--- config.mk ---
export PLATFORM = sky130hd
export DESIGN_NAME = wb_write_queue
export DESIGN_NICKNAME = d
export VERILOG_FILES = /design/src/rtl/wb_write_queue.sv
export SDC_FILE = /design/constraint.sdc
export NUM_CORES = 1
export LEC_CHECK = 0
export BUFFER_PORTS_ARGS = -buffer_cell sky130_fd_sc_hd__buf_4
export CAP_MARGIN = 30
export CELL_PAD_IN_SITES_DETAIL_PLACEMENT = 1
export CELL_PAD_IN_SITES_GLOBAL_PLACEMENT = 1
export CORE_ASPECT_RATIO = 0.8
export CORE_MARGIN = 10
export CORE_UTILIZATION = 25
export DETAILED_ROUTE_END_ITERATION = 6
export PLACE_DENSITY = 0.53
export SLEW_MARGIN = 15
export SYNTH_ARGS = -nofsm -noshare
export SYNTH_HDL_FRONTEND = slang
export SYNTH_SLANG_ARGS = --single-unit
--- constraint.sdc ---
create_clock -name clk_i -period 6.1 [get_ports clk_i]
set_input_delay 1.22 -clock clk_i [delete_from_list [all_inputs] [get_ports clk_i]]
set_output_delay 1.22 -clock clk_i [all_outputs]
set_load 0.01 [all_outputs]
--- src/rtl/wb_write_queue.sv ---
// In-order writeback queue feeding the single register-file write port, with youngest-match forwarding lookup.
// Optional WBQ_STATS_EN adds a saturating 16-bit stall-cycle counter output (stall_cnt_o).
module wb_write_queue #(
    parameter int DEPTH = 4,
    parameter int AW    = 5,
    parameter int DW    = 32
) (
    input  logic          clk_i,
    input  logic          rst_i,
    input  logic          mem_we_i,
    input  logic [AW-1:0] mem_addr_i,
    input  logic [DW-1:0] mem_data_i,
    input  logic          alu_we_i,
    input  logic [AW-1:0] alu_addr_i,
    input  logic [DW-1:0] alu_data_i,
    output logic          in_ready_o,
    output logic          reg_write_o,
    output logic [AW-1:0] rd_addr_o,
    output logic [DW-1:0] rd_data_o,
    input  logic [AW-1:0] rs_addr_i,
    input  logic [AW-1:0] rt_addr_i,
    output logic          rs_hit_o,
    output logic [DW-1:0] rs_data_o,
    output logic          rt_hit_o,
    output logic [DW-1:0] rt_data_o
`ifdef WBQ_STATS_EN
    ,
    output logic [15:0]   stall_cnt_o
`endif
);

    localparam int PW = $clog2(DEPTH);
    localparam int CW = $clog2(DEPTH + 1);

    logic [AW-1:0] r_addr [DEPTH];
    logic [DW-1:0] r_data [DEPTH];
    logic [PW-1:0] r_head, r_tail;
    logic [CW-1:0] r_count;

    logic          w_push_mem, w_push_alu, w_pop;
    logic [CW-1:0] w_npush;
    logic [PW-1:0] w_alu_idx;

    assign in_ready_o = (r_count <= CW'(DEPTH - 2));
    // Writes to r0 are architecturally void, so they never take a slot.
    assign w_push_mem = in_ready_o && mem_we_i && (mem_addr_i != '0);
    assign w_push_alu = in_ready_o && alu_we_i && (alu_addr_i != '0);
    assign w_npush    = CW'(w_push_mem) + CW'(w_push_alu);
    assign w_alu_idx  = r_tail + PW'(w_push_mem);
    assign w_pop      = (r_count != '0);

    always_ff @(posedge clk_i or posedge rst_i) begin
        if (rst_i) begin
            r_head  <= '0;
            r_tail  <= '0;
            r_count <= '0;
        end else begin
            r_head  <= r_head + PW'(w_pop);
            r_tail  <= r_tail + PW'(w_npush);
            r_count <= r_count + w_npush - CW'(w_pop);
        end
    end

    // Payload storage needs no reset: every read is qualified by r_count.
    always_ff @(posedge clk_i) begin
        if (w_push_mem) begin
            r_addr[r_tail] <= mem_addr_i;
            r_data[r_tail] <= mem_data_i;
        end
        if (w_push_alu) begin
            r_addr[w_alu_idx] <= alu_addr_i;
            r_data[w_alu_idx] <= alu_data_i;
        end
    end

    assign reg_write_o = w_pop;
    assign rd_addr_o   = w_pop ? r_addr[r_head] : '0;
    assign rd_data_o   = w_pop ? r_data[r_head] : '0;

    // Walk oldest to youngest so a later match overrides an earlier one.
    always_comb begin
        logic [PW-1:0] idx;
        idx       = '0;
        rs_hit_o  = 1'b0;
        rs_data_o = '0;
        rt_hit_o  = 1'b0;
        rt_data_o = '0;
        for (int k = 0; k < DEPTH; k++) begin
            idx = r_head + PW'(k);
            if (CW'(k) < r_count) begin
                if ((rs_addr_i != '0) && (r_addr[idx] == rs_addr_i)) begin
                    rs_hit_o  = 1'b1;
                    rs_data_o = r_data[idx];
                end
                if ((rt_addr_i != '0) && (r_addr[idx] == rt_addr_i)) begin
                    rt_hit_o  = 1'b1;
                    rt_data_o = r_data[idx];
                end
            end
        end
    end

`ifdef WBQ_STATS_EN
    logic [15:0] r_stall_cnt;

    always_ff @(posedge clk_i or posedge rst_i) begin
        if (rst_i)
            r_stall_cnt <= '0;
        else if (!in_ready_o && (mem_we_i || alu_we_i) && (r_stall_cnt != 16'hFFFF))
            r_stall_cnt <= r_stall_cnt + 16'd1;
    end

    assign stall_cnt_o = r_stall_cnt;
`endif

endmodule

== After elaboration in Yosys (flattened, before gate mapping) ==
Memories as Yosys holds them, arrays and structs flattened.
Cells that the tools add are included.

* Reductions and logical operators: 17
* Div/mod/pow operators: 0
* Bitwise gates (word level): 0
* Shift-type cells: 0
* Mux-type cells: 38
* $lt $le $gt $ge: 5
* $mul: 0
* Eq/ne operators: 8
* $add $sub $neg: 9

{| class="wikitable"
|+ Operators with widths
! kind !! number
|-
| 32-bit two-way mux || 17
|-
| 5-bit == test || 8
|-
| 1-bit two-way mux || 20
|-
| 5-bit nonzero test || 4
|-
| 1-bit logical AND || 12
|-
| 1-bit by 3-bit < comparator with 1-bit output (first input constant) || 2
|-
| 2-bit by 3-bit < comparator with 1-bit output (first input constant) || 2
|-
| 5-bit two-way mux || 1
|-
| 2-bit by 1-bit adder with 2-bit output || 2
|-
| 2-bit adder (second input constant) || 2
|-
| 3-bit by 2-bit adder with 3-bit output || 1
|-
| 3-bit by 2-bit less-or-equal comparator with 1-bit output (second input constant) || 1
|-
| 3-bit nonzero test || 1
|-
| 3-bit by 1-bit subtractor with 3-bit output || 1
|-
| 1-bit by 1-bit adder with 2-bit output || 1
|-
| 2-bit by 1-bit adder with 2-bit output (second input constant) || 1
|-
| 2-bit adder || 1
|}

* Bits in writable memories: 148
* Input bits: 88
* Logic and storage cells: 82
* Output and inout port bits: 105
* Memories: 2
* Register bits: 7
* Bits in latches: 0
* Memory bits (read-only): 0

{| class="wikitable"
|+ Memories
! name !! depth !! width !! rd ports !! clocked after memory_dff !! write ports !! RTL line !! RTL
|-
| r_data || 4 || 32 || 4 || 0 || 2 || 36 || <nowiki>logic [DW-1:0] r_data [DEPTH];</nowiki>
|-
| r_addr || 4 || 5 || 4 || 0 || 2 || 35 || <nowiki>logic [AW-1:0] r_addr [DEPTH];</nowiki>
|}

== Logic depth before layout (Yosys ltp) ==
Gate-level depths: netlist of the first run.
An unclocked memory read counts as a cell.

* Word-level depth: 11
* Gate-level depth with buffers: 12

== Least setup slack after synthesis of the first run ==
Ideal clock, no wire load.

* Path kind: input port to flip-flop
* Start point: input port mem_addr_i[0]
* End point: memory r_addr[1][0], enable pin
* Stages on the path: 9
* Setup slack: 0.984 ns
* Arrival: 4.398 ns
* Cell sequence: or3_1 > o311a_1 > ha_1 > xor2_1 > nor2_1 > nand2_1 > clkbuf_1 > buf_1 > o21ai_0

{| class="wikitable"
|+ RTL lines
! element !! RTL line !! RTL
|-
| from (decl) || 11 || <nowiki>input logic [AW-1:0] mem_addr_i,</nowiki>
|-
| to (decl) || 35 ||
|}

== Final worst setup path of the first run ==
* Start point: register r_head[0]
* End point: output port rs_data_o[5]

* Word-level cells in the longest chain between the ends: 11

{| class="wikitable"
|+ RTL lines
! element !! RTL line !! RTL
|-
| from (decl) || 37 || <nowiki>logic [PW-1:0] r_head, r_tail;</nowiki>
|-
| from (signal assigned) || 58 || <nowiki>r_head <= r_head + PW'(w_pop);</nowiki>
|-
| branches (longest 10 deep; another with memory 4 x 5 bit) || n/a ||
|-
| 32-bit two-way mux (*) || 90 || <nowiki>if (CW'(k) < r_count) begin</nowiki>
|-
| to (decl) || 23 || <nowiki>output logic [DW-1:0] rs_data_o,</nowiki>
|}

Every way passes the cells marked *.

==> results of run 1 <==
==> flip-flops by register name, summed over array words and instances, names as in the netlist <==
signal   count
r_data     128
r_addr      20
r_head       2
r_count      3
r_tail       2
==> cell families after synthesis <==
kind of cell,after synthesis,share of synthesized area (%)
AO/OA/AOI/OAI,222,14.5
AND/OR/NAND/NOR,330,12.7
buffers and inverters,173,5.72
flip-flops,155,34.0
XOR/XNOR,43,2.77
multiplexers,343,29.6
adder cells (fa/ha/maj),8,0.791
==> power by group through the flow <==
stage          Combinational [mW]  Clock, mW  Sequential (mW)
6_report                     5.89       1.10             1.78
5_1_grt                      6.36       1.17             1.81
4_1_cts                      5.94       1.13             1.78
3_5_place_dp                 5.92          0             1.80
3_3_place_gp                 5.86          0             1.78
2_1_floorplan                3.81          0             1.69
==> cell usage in the layout, fill, tap and decap left out, types with 32 or more instances in the layout <==
cell      synthesis  routed
nor3_1           49      48
mux2i_1         116     116
mux2_2          204     204
o311a_1          33      33
nor3b_1          33      32
buf_4             2     216
nand2_1          76      75
a21oi_1          40      40
edfxtp_1        148     148
nor2_1           91      88
inv_1            41      41
nand4b_1         33      33
==> critical path, cell delays in order, from the launching register on <==
cell      delay [ns]
dfrtp_4         0.64
buf_4           0.53
mux4_2          0.59
and2_1          0.20
o21ai_4         0.12
or2_2           0.61
buf_4           0.31
a31oi_1         0.11
a211oi_2        0.37
buf_4           0.19
==> metal layers <==
layer,track usage (%),share of wire (%),vias to the layer above
met1,21.7,47,5693
met5,0,0,-
li1,-,-,5076
met4,4.20,1.7,0
met3,3.88,5.5,51
met2,26.8,46,297
==> layout make-up <==
class / instances / area [um2]
Antenna cell: 1 / 2.50
Clock buffer: 21 / 470
Clock inverter: 11 / 119
Fill cell: 5977 / 37500
Inverter: 42 / 163
Multi-Input combinational cell: 946 / 8320
Sequential cell: 155 / 4630
Tap cell: 702 / 878
Timing Repair Buffer: 220 / 1700
==> path summary, 6_finish.rpt <==
kind                                       from                      end  slack, ns  cells after the start
setup / recovery            r_head[0]$_DFF_PP0_             rs_data_o[5]       0.75                      9
hold / removal             r_count[0]$_DFF_PP0_     r_count[0]$_DFF_PP0_       0.54                      1
setup reg to reg           r_count[2]$_DFF_PP0_  r_data[2][15]$_DFFE_PP_       2.23                      7
hold reg to reg            r_count[0]$_DFF_PP0_     r_count[0]$_DFF_PP0_       0.54                      1
max in group asynchronous                 rst_i      r_head[0]$_DFF_PP0_       5.10                      2
min in group asynchronous                 rst_i      r_head[1]$_DFF_PP0_       0.72                      2
==> through the flow <==
step                      hold WS (ns)  setup WS (ns)  total power [mW]  cells
after floorplan                  0.494          0.984              5.50   1274
after global placement           0.524           1.15              7.63   2064
after detailed placement         0.541           1.12              7.72   2064
after CTS                        0.555          0.686              8.85   2096
after global routing             0.585          0.513              9.35   2097
final                            0.544          0.746              8.77   2098
==> results.toml, run 1 <==
[run_status]
status = "finished, final reports clean"

[placed_design]
port-buffer-count = 192
place_congestion = 0.823
dpl_cell_area_um2 = 15700
dp_hpwl_um = 35900

[sta]
setup-tns-final_ns = 0
slew_viol_final = 0
worstMarginPinSlew_ns = 0.995
setup_viol = 0
hold_viol_final = 0
rsz0062_at_grt = "false"
finClkSkew_ns = 0.0137
fin_crit_sh_pct = 87.8
relSlewSlack_pct = 33.6
fmax_ghz = 0.187
min_period_ns = 5.35

[synth]
synthArstFlopShare_pct = 4.52
synth_top_cells_by_area = "edfxtp_1 (33%), mux2_2 (17%), mux2i_1 (8.5%), a211oi_2 (2.7%), o31ai_2 (2.7%)"
ys_seq_elements = 155
synth_edf_count = 148
synth_top_area_share_pct = 32.7
synthTopCellsByCount = "mux2_2 (204), edfxtp_1 (148), mux2i_1 (116)"
synth_cell_types = 56
yosysWarnings = 0
synth_ff_type = "edfxtp_1"
ys_seq_area_share_pct = 34.0
avgSynthCellArea_um2 = 10.7
yosysTopAreaCell = "edfxtp_1"
synth_most_common_cell = "mux2_2"
synth_fp_nets = 1370
syn_area_um2 = 13600
synthCells = 1274

[detailed_routing]
viasPerCell = 5.30
wirelength_um = 53700
drcViolationCount = 0
wire_per_inst_um = 25.6
drtPass1Iterations = 5
final_antenna_net_count = 0
vias = 11117
first_iter_violations = 692

[global_routing]
grt_max_degree = 137
antenna_found_initial = 1
grtUsageTotal_pct = 16.5
grt_overflow_total = 0
grt_pass1_vias = 11957
grt_pass1_wl_um = 79500

[clocking]
ctsRootBufferMaster = "clkbuf_16"
cts_hold_buf = 0
cts_setup_buffers = 0
cts_tree = "done"
cts_max_level = 4
clkSinkCount = 155
cts_max_path_buffers = 2
cts.clk_slew.worst_paths_ns = 0.07
cts_resized = 0
clk_latency_ns = 0.47
cts_made_buffers = 17

[critical_path]
worstSetupPathType = "reg2out"
cp.arrival_ns = 4.13
cp_max_fo = 48
required_ns = 4.88
start_kind = "register"
cp-end-kind = "primary output"

[power_and_ir_drop]
p_leak_nw = 6.18
p_per_area_nw_per_um2 = 538
peakVddDrop_mv = 0.377
swShare_pct = 47.9
pwr-share-clk_pct = 12.5
p_int_mw = 4.57
switching_power_mw = 4.20
pwr-share-comb_pct = 67.2
seqPwrFrac_pct = 20.3

[finish]
design_area_um2 = 16300
drive_gt1_share_pct = 39.4
syn2layout_area_growth_pct = 19.7
final_util_pct = 30.3
nets = 1478

[flow_run]
cap_violations = 0

[floorplan]
rows = 76
initial_core_util_pct = 25.3
io_pins = 193
die_area_um2 = 64200
core-area_um2 = 53800
die_h_um = 229
die_x_um = 281

[worst_hold_path]
min_path_type = "reg2reg"
Note: power is estimated with default switching activity, not from simulation.
==> run 2: changes to the inputs <==
Settings changed: ABC_AREA from default to 1, PLACE_DENSITY 0.53 to 0.58.
==> results.toml, run 2 <==
[run_status]
status = "finished, final reports clean"

[detailed_routing]
wire_per_inst_um = 21.5
wirelength_um = 66100
vias = 14911
drtPass1Iterations = 5
drcViolationCount = 0
viasPerCell = 4.86
final_antenna_net_count = 0
first_iter_violations = 1443

[sta]
slew_viol_final = 0
rsz0062_at_grt = "false"
hold_viol_final = 0
whs_ns = 0.573
setup-tns-final_ns = 0
fmax_ghz = 0.191
relSlewSlack_pct = 35.8
min_period_ns = 5.24
worstMarginPinSlew_ns = 0.962
finClkSkew_ns = 0.00563
fin_crit_sh_pct = 85.9
setup_viol = 0
worst_slack_ns = 0.859

[synth]
synthCells = 2215
synth_edf_count = 148
syn_area_um2 = 13900
avgSynthCellArea_um2 = 6.29
synth_ff_type = "edfxtp_1"
synth_fp_nets = 2311
yosysWarnings = 0
synth_most_common_cell = "nand2_1"
ys_seq_elements = 155
synth_top_cells_by_area = "edfxtp_1 (32%), nand2_1 (24%), o21ai_0 (12%), inv_1 (5.7%), nor2_1 (5.3%)"
synthArstFlopShare_pct = 4.52
ys_seq_area_share_pct = 33.2
synth_top_area_share_pct = 31.9
yosysTopAreaCell = "edfxtp_1"
synth_cell_types = 34
synthTopCellsByCount = "nand2_1 (874), o21ai_0 (333), inv_1 (212)"

[worst_hold_path]
min_path_type = "reg2reg"
hold_depth = 1
hold_end = "r_count[0]$_DFF_PP0_"
hold_start = "r_count[0]$_DFF_PP0_"

[global_routing]
grt_pass1_vias = 14335
grtUsageTotal_pct = 19.5
grt_overflow_total = 0
grt_max_degree = 188
grt_pass1_wl_um = 97200
antenna_found_initial = 7

[critical_path]
cp.arrival_ns = 4.02
start_kind = "register"
reg2reg_to = "r_data[1][11]$_DFFE_PP_"
cp-end-kind = "primary output"
worstSetupPathType = "reg2out"
r2r-start = "r_count[2]$_DFF_PP0_"
ff2ff_setup_slack_ns = 2.36
reg2regPathDepth = 11
startpoint = "r_head[0]$_DFF_PP0_"
cp_max_fo = 41
required_ns = 4.88

[finish]
final_util_pct = 29.7
reg_top3 = "r_data (128), r_addr (20), r_count (3)"
largest_register_ffs = 128
mostFrequentLayoutCell = "nand2_1"
syn2layout_area_growth_pct = 17.8
nets = 2400
seq_area_um2 = 4620
fillers = 7013
design_area_um2 = 16400
largest-register = "r_data"
drive_gt1_share_pct = 12.4
multi_input_area_um2 = 7780
layout_common_cells = "nand2_1 (872), o21ai_0 (329), buf_4 (216), inv_1 (212), nor2_1 (197)"

[clocking]
cts_made_buffers = 17
cts_max_path_buffers = 2
ctsRootBufferMaster = "clkbuf_16"
cts_max_level = 4
cts_resized = 0
clkSinkCount = 155
cts_hold_buf = 0
cts_tree = "done"
cts.clk_slew.worst_paths_ns = 0.06
cts_setup_buffers = 0
clk_latency_ns = 0.44

[flow_run]
cap_violations = 0

[placed_design]
dpl_cell_area_um2 = 15800
port-buffer-count = 192
place_ws_ns = 1.37
place_congestion = 0.920
dp_hpwl_um = 50700

[power_and_ir_drop]
peakVddDrop_mv = 0.321
p_leak_nw = 8.14
p_per_area_nw_per_um2 = 591

[floorplan]
core-area_um2 = 55200
die_h_um = 231
die_area_um2 = 65600
io_pins = 193
rows = 77
initial_core_util_pct = 25.2
die_x_um = 284
run 2: changes by cell type after synthesis, sizes merged, moves of 33 or more:
cell	before	now
mux2	204	0
mux2i	116	64
o311a	33	0
nor3b	33	0
nand3	4	122
nand2	77	879
inv	42	218
nand4b	33	0
a211oi	34	0
o21ai	12	361
nor2	91	202
nor3	49	2
a21oi	40	4
buf	50	88
run 2: critical path: stages (launching register included):
cell and delay, ns:
dfrtp_4 0.66, inv_4 0.34, nand2_1 0.08, nand2_1 0.40
nand2_1 0.17, nand3_1 0.14, nand2_1 0.07, nor2_2 0.16
nand3_2 0.75, nand2_1 0.32, nand3_1 0.10, nand2_1 0.14
nand2_1 0.07, buf_4 0.14
run 2: worst max path at each step:
stage | endpoint | slack, ns | cells after the start
after floorplan | r_addr[0][0]$_DFFE_PP_ | 1.39 | 4
after global placement | rt_data_o[6] | 1.34 | 13
after detailed placement | rt_data_o[28] | 1.37 | 15
final | rs_data_o[2] | 0.86 | 13
after CTS | rt_data_o[28] | 0.89 | 15
after global routing | rt_data_o[28] | 0.48 | 16
run 2: logic make-up after synthesis:
| group | after synthesis | share of synthesized area, % |
|---|---|---|
| compound gates | 367 | 13.3 |
| fa+ha+maj | 8 | 0.773 |
| flops | 155 | 33.2 |
| simple gates | 1242 | 35.9 |
| mux | 64 | 4.60 |
| buf+inv | 368 | 11.5 |
| xor+xnor | 11 | 0.692 |
run 2: metrics by stage:
step	power (mW)	instances
after global routing	10.5	3067
after global placement	8.49	3032
after detailed placement	8.60	3033
after floorplan	5.78	2215
after CTS	9.60	3063
final	9.69	3069
run 2: area by class of cell:
| class | count | share of cell area, % |
|---|---|---|
| repair buffers | 219 | 10.3 |
| well taps | 750 | 5.72 |
| inverters | 219 | 5.03 |
| clock buffers | 19 | 2.64 |
| diodes | 4 | 0.0610 |
| multi-input cells | 1692 | 47.4 |
| clock inverters | 11 | 0.641 |
| flip-flops and latches | 155 | 28.2 |
run 2: routing by layer:
metal / vias to the layer above / track usage (%) / wire length [um]
met3: 34 / 3.27 / 4190
met4: 6 / 3.65 / 682
met5: - / 0 / 40
met1: 7170 / 31.7 / 36200
li1: 7272 / - / -
met2: 429 / 25.7 / 25000
run 2: report_power, final:
part	internal, mW	leakage (nW)	total [mW]	switching (mW)
clock	0.588	0.258	0.994	0.407
combinational	1.97	6.44	6.86	4.89
sequential	1.58	1.43	1.84	0.255
==> run 3: changes to the inputs <==
Settings changed: GPL_TIMING_DRIVEN from default to 0.
==> results.toml, run 3 (same netlist as run 2, synthesis figures left out) <==
[critical_path]
cp.arrival_ns = 3.68
crit_end = "rt_data_o[29]"
r2r-start = "r_count[0]$_DFF_PP0_"
required_ns = 4.88
start_kind = "register"
cp_max_fo = 12
crit_path_frequent_cell = "nand2_1"
crit_path_cell_trace = "inv_1 > nand2_1 > nor2_1 > clkinv_1 > clkbuf_1 > nand2_1 > inv_1 > nand3_2 > nand2_1 > nand2_1 > nand2_1 > buf_4"
worstSetupPathType = "reg2out"
startpoint = "r_count[2]$_DFF_PP0_"
reg2regPathDepth = 14
cp-end-kind = "primary output"
crit_path_max_incr_delay_ns = 0.76
ff2ff_setup_slack_ns = 1.76
reg2reg_to = "r_data[3][18]$_DFFE_PP_"
cpMaxStageDelayCell = "nor2_1"

[sta]
worstMarginPinSlew_ns = 0.970
setup-tns-final_ns = 0
setup_viol = 0
hold_viol_final = 0
rsz0062_at_grt = "false"
fmax_ghz = 0.204
min_period_ns = 4.90
relSlewSlack_pct = 34.7
slew_viol_final = 0
fin_crit_sh_pct = 80.3
finClkSkew_ns = 0.0105
whs_ns = 0.531

[finish]
layout_common_cells = "nand2_1 (874), o21ai_0 (329), buf_4 (212), inv_1 (212), nor2_1 (198)"
drive_gt1_share_pct = 13.9
reg_top3 = "r_data (128), r_addr (20), r_count (3)"
syn2layout_area_growth_pct = 23.2
antenna_cells = 0
nets = 2528
largest_register_ffs = 128
design_area_um2 = 17100
largest-register = "r_data"
fillers = 7052
mostFrequentLayoutCell = "nand2_1"

[floorplan]
die_x_um = 284
die_area_um2 = 65600
core-area_um2 = 55200
initial_core_util_pct = 25.2
rows = 77
die_h_um = 231
io_pins = 193

[worst_hold_path]
hold_depth = 1
hold_start = "r_head[0]$_DFF_PP0_"
min_path_type = "reg2reg"

[run_status]
status = "finished, final reports clean"

[power_and_ir_drop]
peakVddDrop_mv = 0.230
p_leak_nw = 8.53
p_per_area_nw_per_um2 = 605

[detailed_routing]
wire_per_inst_um = 23.1
first_iter_violations = 1518
drcViolationCount = 0
final_antenna_net_count = 0
wirelength_um = 73700
vias = 15708
viasPerCell = 4.92
drtPass1Iterations = 5

[global_routing]
grt_pass1_wl_um = 107000
grt_pass1_vias = 15530
grtUsageTotal_pct = 21.7
grt_max_degree = 23
antenna_found_initial = 0
grt_overflow_total = 0

[clocking]
cts_setup_buffers = 0
cts_hold_buf = 0
cts_resized = 0
cts_made_buffers = 17
cts_tree = "done"
cts_max_path_buffers = 2
clkSinkCount = 155
clk_latency_ns = 0.43
cts_max_level = 4
cts.clk_slew.worst_paths_ns = 0.06
ctsRootBufferMaster = "clkbuf_16"

[placed_design]
dpl_cell_area_um2 = 16500
dp_hpwl_um = 61900
port-buffer-count = 191
place_congestion = 0.941

[flow_run]
cap_violations = 0
[run 3: cell types whose count changed in the layout (fill, tap and decap cells not counted), sizes merged]
cell	delta
clkinv	+2
inv	+2
buf	+67
clkinvlp	-2
bufinv	+2
diode	-4
clkbuf	+59
[run 3: per-stage QoR]
step | power [mW] | worst slack, ns | std cells | utilization [%]
floorplan | 5.78 | 1.39 | 2215 | -
global placement | 8.94 | -1.11 | 3156 | 29.5
detailed placement | 9.15 | 1.38 | 3163 | 29.9
CTS | 10.3 | 1.14 | 3195 | 31.1
global route | 11.1 | 0.964 | 3195 | 31.1
finish | 10.4 | 1.20 | 3195 | 31.1
[run 3: report_power, final]
group / switching [mW] / internal (mW)
clock network: 0.427 / 0.684
registers: 0.227 / 1.58
logic: 5.27 / 2.20
[run 3: layout make-up]
class	count	area [um2]	share of cell area, %
plain buffers	149	781	4.55
clock buffers	17	425	2.48
clock inverters	15	196	1.15
inverters	219	825	4.81
multi-input cells	1692	7740	45.2
flip-flops and latches	155	4620	26.9
well taps	750	938	5.47
repair buffers	198	1620	9.44
[run 3: layer usage]
layer / vias to the layer above / share of wire, % / track usage (%)
met4: 0 / 1.4 / 4.40
met3: 43 / 5.0 / 2.22
met1: 7650 / 53 / 33.8
met2: 474 / 41 / 31.4
met5: - / 0 / 0
li1: 7541 / - / -
[run 3: how the worst min path moves through the flow]
stage | slack [ns] | end
global route | 0.54 | r_head[0]$_DFF_PP0_
global placement | 0.51 | r_head[0]$_DFF_PP0_
CTS | 0.53 | r_head[0]$_DFF_PP0_
floorplan | 0.50 | r_count[0]$_DFF_PP0_
finish | 0.53 | r_head[0]$_DFF_PP0_
detailed placement | 0.52 | r_head[0]$_DFF_PP0_
[run 3: critical path, delay by kind of cell (launching register included)]
family	cells	cell delay, ns
simple gates	7	1.51
buf+inv	5	1.28
flops	1	0.46
